File: config.mk
export PLATFORM = sky130hd
export DESIGN_NAME = player_laser
export DESIGN_NICKNAME = d
export VERILOG_FILES = /design/src/rtl/spaceinvaders_pkg.sv /design/src/rtl/frame_down_counter.sv /design/src/rtl/player_laser.sv
export SDC_FILE = /design/constraint.sdc
export NUM_CORES = 1
export LEC_CHECK = 0
export CAP_MARGIN = 20
export CORE_ASPECT_RATIO = 1.4
export CORE_MARGIN = 1.5
export CORE_UTILIZATION = 46
export CTS_CLUSTER_SIZE = 20
export DETAILED_ROUTE_END_ITERATION = 12
export GPL_TIMING_DRIVEN = 0
export PLACE_DENSITY = 0.85
export SETUP_SLACK_MARGIN = 0.3
export SLEW_MARGIN = 0
export SYNTH_ARGS = -nofsm -noshare
export SYNTH_HDL_FRONTEND = slang
export SYNTH_SLANG_ARGS = --single-unit
File: constraint.sdc
create_clock -name clk_i -period 4.2 [get_ports clk_i]
set_clock_uncertainty 0.1 [all_clocks]
set_input_delay 0.84 -clock clk_i [delete_from_list [all_inputs] [get_ports clk_i]]
set_output_delay 0.84 -clock clk_i [all_outputs]
set_load 0.01 [all_outputs]
File: src/rtl/spaceinvaders_pkg.sv
// Shared playfield constants and state encodings for the space-invaders blocks.
// The player ship block uses the same left/right borders as the laser.
package spaceinvaders_pkg;

    localparam int COORD_W = 10;

    localparam logic [COORD_W-1:0] BORDER_LEFT  = 10'd9;
    localparam logic [COORD_W-1:0] BORDER_RIGHT = 10'd629;
    localparam logic [COORD_W-1:0] BORDER_TOP   = 10'd8;

    // One-hot so the debug port reads directly as a state flag.
    typedef enum logic [2:0] {
        LASER_IDLE     = 3'b001,
        LASER_FLYING   = 3'b010,
        LASER_COOLDOWN = 3'b100
    } laser_state_e;

endpackage

File: src/rtl/frame_down_counter.sv
// Loadable down counter that only advances on unpaused frame ticks and
// saturates at zero; used to time the laser cooldown.
module frame_down_counter #(
    parameter int width_p = 4
) (
    input  logic               clk,
    input  logic               rst,
    input  logic               load,
    input  logic [width_p-1:0] load_value,
    input  logic               frame,
    input  logic               pause,
    input  logic               run,
    output logic               zero
);

    logic [width_p-1:0] count_reg;

    always_ff @(posedge clk or posedge rst) begin
        if (rst) begin
            count_reg <= '0;
        end else if (load) begin
            count_reg <= load_value;
        end else if (run && frame && !pause && (count_reg != '0)) begin
            count_reg <= count_reg - 1'b1;
        end
    end

    assign zero = (count_reg == '0);

endmodule

File: src/rtl/player_laser.sv
// Single player laser: spawns at the gun, climbs one step per frame, retires on
// hit or at the top border, then waits a frame-counted cooldown before re-arming.
module player_laser
    import spaceinvaders_pkg::*;
#(
    parameter logic [11:0]        color_p      = {4'hF, 4'hF, 4'hF},
    parameter logic [COORD_W-1:0] spawn_top_p  = 10'd440,
    parameter logic [COORD_W-1:0] height_p     = 10'd10,
    parameter logic [COORD_W-1:0] step_p       = 10'd8,
    parameter logic [COORD_W-1:0] top_border_p = BORDER_TOP,
    parameter logic [3:0]         cooldown_p   = 4'd15
) (
    input  logic               clk_i,
    input  logic               reset_i,
    input  logic               frame_i,
    input  logic               fire_i,
    input  logic               alive_i,
    input  logic               pause_i,
    input  logic [COORD_W-1:0] gun_left_i,
    input  logic [COORD_W-1:0] gun_right_i,
    input  logic               hit_i,
    output logic               active_o,
    output logic               shot_laser_o,
    output logic [COORD_W-1:0] laser_left_o,
    output logic [COORD_W-1:0] laser_right_o,
    output logic [COORD_W-1:0] laser_top_o,
    output logic [COORD_W-1:0] laser_bottom_o,
    output logic [3:0]         laser_red_o,
    output logic [3:0]         laser_green_o,
    output logic [3:0]         laser_blue_o,
    output logic [2:0]         state_o
);

    localparam logic [2:0] IDLE     = LASER_IDLE;
    localparam logic [2:0] FLYING   = LASER_FLYING;
    localparam logic [2:0] COOLDOWN = LASER_COOLDOWN;

    logic [2:0]         state_reg, state_next;
    logic [COORD_W-1:0] left_reg, left_next;
    logic [COORD_W-1:0] right_reg, right_next;
    logic [COORD_W-1:0] top_reg, top_next;
    logic               shot_reg, shot_next;
    logic               cool_load;
    logic               cool_zero;

    logic fire_ok;
    logic move_tick;

    assign fire_ok   = fire_i & alive_i & ~pause_i;
    assign move_tick = frame_i & ~pause_i;

    always_comb begin
        state_next = state_reg;
        left_next  = left_reg;
        right_next = right_reg;
        top_next   = top_reg;
        shot_next  = 1'b0;
        cool_load  = 1'b0;
        case (state_reg)
            IDLE: begin
                if (fire_ok) begin
                    state_next = FLYING;
                    left_next  = gun_left_i;
                    right_next = gun_right_i;
                    top_next   = spawn_top_p;
                    shot_next  = 1'b1;
                end
            end
            FLYING: begin
                if (!alive_i) begin
                    state_next = IDLE;
                    left_next  = '0;
                    right_next = '0;
                    top_next   = '0;
                end else if (hit_i) begin
                    state_next = COOLDOWN;
                    cool_load  = 1'b1;
                end else if (move_tick) begin
                    // Retiring before the subtract keeps top from ever wrapping.
                    if (top_reg < top_border_p + step_p) begin
                        state_next = COOLDOWN;
                        cool_load  = 1'b1;
                    end else begin
                        top_next = top_reg - step_p;
                    end
                end
            end
            COOLDOWN: begin
                if (cool_zero) begin
                    state_next = IDLE;
                end
            end
            default: begin
                state_next = IDLE;
            end
        endcase
    end

    always_ff @(posedge clk_i or posedge reset_i) begin
        if (reset_i) begin
            state_reg <= IDLE;
            left_reg  <= '0;
            right_reg <= '0;
            top_reg   <= '0;
            shot_reg  <= 1'b0;
        end else begin
            state_reg <= state_next;
            left_reg  <= left_next;
            right_reg <= right_next;
            top_reg   <= top_next;
            shot_reg  <= shot_next;
        end
    end

    frame_down_counter #(
        .width_p(4)
    ) cooldown_counter (
        .clk        (clk_i),
        .rst        (reset_i),
        .load       (cool_load),
        .load_value (cooldown_p),
        .frame      (frame_i),
        .pause      (pause_i),
        .run        (state_reg == COOLDOWN),
        .zero       (cool_zero)
    );

    assign active_o       = (state_reg == FLYING);
    assign shot_laser_o   = shot_reg;
    assign laser_left_o   = active_o ? left_reg : '0;
    assign laser_right_o  = active_o ? right_reg : '0;
    assign laser_top_o    = active_o ? top_reg : '0;
    assign laser_bottom_o = active_o ? (top_reg + height_p - 10'd1) : '0;
    assign laser_red_o    = color_p[11:8];
    assign laser_green_o  = color_p[7:4];
    assign laser_blue_o   = color_p[3:0];
    assign state_o        = state_reg;

endmodule

Yosys cells after proc, flatten, opt, wreduce, memory -nomap -nowiden
Cells that the tools add are included.
{ "classes": {"addsub": 4, "order_cmp": 1, "eq_ne": 11, "muxes": 31, "n_bitwise": 4, "reduce_logical": 11} }
{ "ops": {"columns": ["cell", "count"], "rows": [
  ["$mux W10", 12],
  ["$pmux W10 S2", 3],
  ["$mux W3", 6],
  ["$add A10 B4 Y10 const B", 1],
  ["$lt A10 B5 Y1 const B", 1],
  ["$sub A10 B1 Y10 const B", 1],
  ["$sub A10 B4 Y10 const B", 1],
  ["$pmux W3 S3", 1],
  ["$mux W4", 2],
  ["$ne A4 B3 Y1 const B", 2],
  ["$mux W1", 7],
  ["$ne A2 B2 Y1 const B", 3],
  ["$ne A3 B3 Y1 const B", 2],
  ["$reduce_and A5 Y1", 1],
  ["$logic_not A4 Y1", 1],
  ["$reduce_and A4 Y1", 1],
  ["$reduce_bool A2 Y1", 2],
  ["$reduce_bool A4 Y1", 1],
  ["$sub A4 B1 Y4 const B", 1],
  ["$and A1 B1 Y1", 3],
  ["$eq A3 B1 Y1 const B", 1],
  ["$eq A3 B2 Y1 const B", 1],
  ["$eq A3 B3 Y1 const B", 1],
  ["$logic_and A1 B1 Y1", 3],
  ["other kinds (4)", 4]
]} }
{ "word_totals": {"regBits": 38, "out_inout_bits": 57} }

Depth between registers and ports, before layout
{ "logic_depth": {"word_depth": 7, "ltp_mapped": 6, "depth_no_buf": 6} }

Modules after synthesis
A second synthesis with hierarchy kept.
{ "unflattened": {"hier_cells": 218, "area_unflattened_um2": 2080.7} }
{ "modules_own_cells": {"columns": ["module", "instances", "cells_each", "area_each_um2", "seq_area_each_um2"], "rows": [
  ["player_laser", 1, 189, 1826.8, 777.0],
  ["frame_down_counter", 1, 29, 254.0, 100.1]
]} }

Worst setup path before layout
No wires, ideal clock.
{ "synth_timing": {"kind": "register -> output", "startpoint": "reg state_reg[2] (netlist: state_o[2])", "endpoint": "out laser_left_o[2]", "arrival_ps": 1562, "slack_ps": 1698, "path_stages_with_launch": 7, "path_buffers": 3, "cell_sequence": "dfrtp_1 > or3b_1 > buf_2 > inv_1 > buf_2 > clkbuf_1 > and2_1"} }
{ "synth_between": {"elab_chain_len": 2} }
{ "synth_rtl": {"columns": ["item", "line_no", "source"], "rows": [
  ["from (decl)", "player_laser.sv:38", "logic [2:0] state_reg, state_next;"],
  ["from (signal assigned)", "player_laser.sv:107", "state_reg <= state_next;"],
  ["$eq A3 B2 Y1", "player_laser.sv:128", "assign active_o = (state_reg == FLYING);"],
  ["$mux W10", "player_laser.sv:130", "assign laser_left_o = active_o ? left_reg : '0;"],
  ["to (decl)", "player_laser.sv:24", "output logic [COORD_W-1:0] laser_left_o,"]
]} }
Every way passes these cells.

Worst setup path after layout
{ "layout_timing": {"startpoint": "reg state_reg[2] (netlist: state_o[2])", "endpoint": "out laser_right_o[1]"} }
{ "layout_between": {"elab_chain_len": 2} }
{ "layout_rtl": {"columns": ["item", "line_no", "source"], "rows": [
  ["$eq A3 B2 Y1", "player_laser.sv:128", null],
  ["$mux W10", "player_laser.sv:131", "assign laser_right_o = active_o ? right_reg : '0;"],
  ["to (decl)", "player_laser.sv:25", "output logic [COORD_W-1:0] laser_right_o,"]
]} }
Every way passes these cells.

==> summary.md <==
| Metric | Value |
|---|---|
| Share of the synthesized area in the top cell type | 0.4187 |
| Area of the multi-input gates | 1001 µm² |
| Pre-CTS WS | ~1000 ps |
| Worst path max stage delay | between 500 and 600 ps |
| Buf+Inv Stages, Crit Path | 5 |
| Filler instances | approximately 350 |
| Most frequent cells in the layout | clkdlybuf4s50_1, dfrtp_1, and2_1 |
| Reg clk slew, reported paths | 70 ps |
| Tot Pwr | 0.8363 mW |
| Slew Limit Fails | 0 |
| Max-Cap Viols | 0 |
| H-Tree Depth | 2 |
| Routed vias/inst | just under 5 |
| Post-CTS Setup Bufs | 0 |
| Port bufs | 66 |
| DIE HEIGHT | 81.64 µm |
| RSZ-0062 raised after global routing | no |
| CTS max path bufs | 2 |
| Sequential-to-total area share from yosys stat | 0.4317 |
| Utilization after layout | 0.6963 |
| Power density over cell area | between 200 and 300 nW/µm² |
| Critical path class | flop to output port |
| Synth Cell Area | between 2000 and 2500 µm² |
| Initial core utilization | 0.4793 |
| Startpoint Class | flop |
| Most common cell after layout, fill and taps aside | clkdlybuf4s50_1 |
| Main synth FF type | dfrtp_1 |
| Met3 usage | 0.04882 |
| Global-route wire length before repair | 7.872 mm |
| Remaining DRCs | 0 |
| Nets | 331 |
| Area contributors post-synth | dfrtp_1, a22o_1, and2_1 |
| Max VDD drop | 0.2481 mV |
| Area growth syn-to-layout | 45.26% |
| CTS tree | done |
| Core area | between 4000 and 5000 µm² |
| Post-synthesis register bit count | 35 |
| 1st-iter DRT viols | 22 |
| CTS Buf Count | 5 |
| Mapped Cells | roughly 210 |
| Slowest CP cell | clkdlybuf4s50_1 |
| FF-to-FF setup slack | about 2200 ps |
| Iteration count of the initial detailed-routing pass | 4 |
| CP delay by family, top | buffers and inverters |
| Routing usage on met2 | 0.3833 |
| Status | complete, no violations |
| Cell variety after synth | 45 |
| Routed Antenna Nets | 0 |
| Period utilization | 0.8422 |
| DRT Wirelength | about 4.8 mm |
| FMAX | ~280 MHz |
| CTS resizes | 0 |
| I/O pins | 84 |
| Largest net degree at the start of global routing | 25 |
| Ys async rst share | 1.000 |
| Final GP Congestion | 0.8284 |
| Crit. End Element | output port |
| Arr. time, crit path | 2600 ps |
| Final setup viols | 0 |
| Endpoints failing hold | 0 |
| Initial antenna violation count | 0 |
| Hold Crit Class | flop to flop |
| Number of global-route vias before repair | 1767 |
| Area leader, netlist | dfrtp_1 |
| Static Leak | around 1.4 nW |
| Hold buffer count at CTS | 0 |
| DR WL/cell | around 13 µm |
| Global Route Usage Sum | 0.2141 |
| Antenna Cells | 0 |
| Vias | around 1800 |
| Critical Path RT | ~3300 ps |
| GRT met1 Usage | 0.2380 |
| Setup ws final | between 600 and 700 ps |
| Max_slew headroom | 0.5272 |
| Tmin final | 3537 ps |
| Hpwl dp | ~3.6 mm |
| Setup TNS | 0 ps |
| Clock Sinks | 35 |
| Share of layout cells above drive strength 1 | 0.1258 |
| FP Rows | 28 |
| Syn avg cell area | 9.585 µm² |
| Post-synth EDFFs | 0 |
| GR peak layer | met2 |
| Die area | ~4800 µm² |
| DIE WIDTH | 59.17 µm |
| Grt total ovfl | 0 |
| CP most frequent cell | buf_2 |
| Transition time of the tightest slew-check pin | between 700 and 800 ps |
| Crit-path cells | or3b_1, buf_2, inv_1, buf_2, clkbuf_1, and2_1, clkdlybuf4s50_1 |
| Synth warn | 0 |
| Worst Path Max Fanout | 10 |
| Clk root buf | clkbuf_8 |
| Sequential Area | between 800 and 900 µm² |
| Worst skew pair latency | ~280 ps |
-- routing by layer --
metal | vias to the layer above | wire [µm]
met5 | - | 0
met4 | 0 | 104
met1 | 832 | 1918
met3 | 10 | 314
li1 | 866 | -
met2 | 63 | 2485
-- final cells by class --
cell class / count / area share
flip-flops and latches: 35 / 0.2972
clock buffers: 8 / 0.03391
plain buffers: 29 / 0.05977
repair buffers: 67 / 0.2331
inverters: 9 / 0.01145
multi-input cells: 154 / 0.3391
well taps: 60 / 0.02543
-- where the power goes --
part	total (mW)	internal, mW	switching (mW)
clock network	0.269	0.150	0.119
logic	0.150	0.0875	0.0627
registers	0.418	0.387	0.0307
-- through the flow --
| stage | cell area, µm² | hold slack, ps | cells |
|---|---|---|---|
| after floorplan | 2088 | 357.8 | 227 |
| after global placement | 2824 | 374.1 | 353 |
| after detailed placement | 2851 | 374.6 | 354 |
| after CTS | 2952 | 396.3 | 362 |
| after global routing | 2952 | 412.0 | 362 |
| final | 2952 | 391.4 | 362 |
-- final timing paths --
check | from | to | cells past startpoint
min reg2reg | right_reg[0]$_DFFE_PP0P_ | right_reg[0]$_DFFE_PP0P_ | 1
max in group asynchronous | reset_i | left_reg[5]$_DFFE_PP0P_ | 3
max reg2reg | state_o[0]$_DFFE_PP1P_ | left_reg[9]$_DFFE_PP0P_ | 5
min in group asynchronous | reset_i | top_reg[7]$_DFFE_PP0P_ | 2
max | state_o[2]$_DFFE_PP0P_ | laser_right_o[1] | 7
min | right_reg[0]$_DFFE_PP0P_ | right_reg[0]$_DFFE_PP0P_ | 1
-- logic make-up (layout without fill, tap and decap cells) --
family / after synthesis / in the layout / share of synthesized area
AOI/OAI and AO/OA: 38 / 38 / 0.1515
xor gates and xnor gates: 8 / 8 / 0.03448
adders and majority gates: 3 / 3 / 0.01847
buffers and inverters: 38 / 113 / 0.1034
DFF: 35 / 35 / 0.4317
muxes: 5 / 5 / 0.02709
other: 2 / 17 / 0.003696
and+or+nand+nor: 83 / 83 / 0.2297
-- cells in the mapped netlist (all sizes together), types with 2 or more instances --
cell,n
nand4,3
a21oi,6
nand2b,4
nor3b,4
inv,9
nor2b,2
xor2,3
or4,2
or3b,2
o21ai,3
buf,21
nand2,10
dfrtp,34
xnor2,5
mux2i,4
and2,26
o211ai,2
nor2,19
ha,3
clkbuf,8
conb,2
nor3,2
nand3,4
a22o,20
No activity file was read; power rests on OpenSTA's default activity.
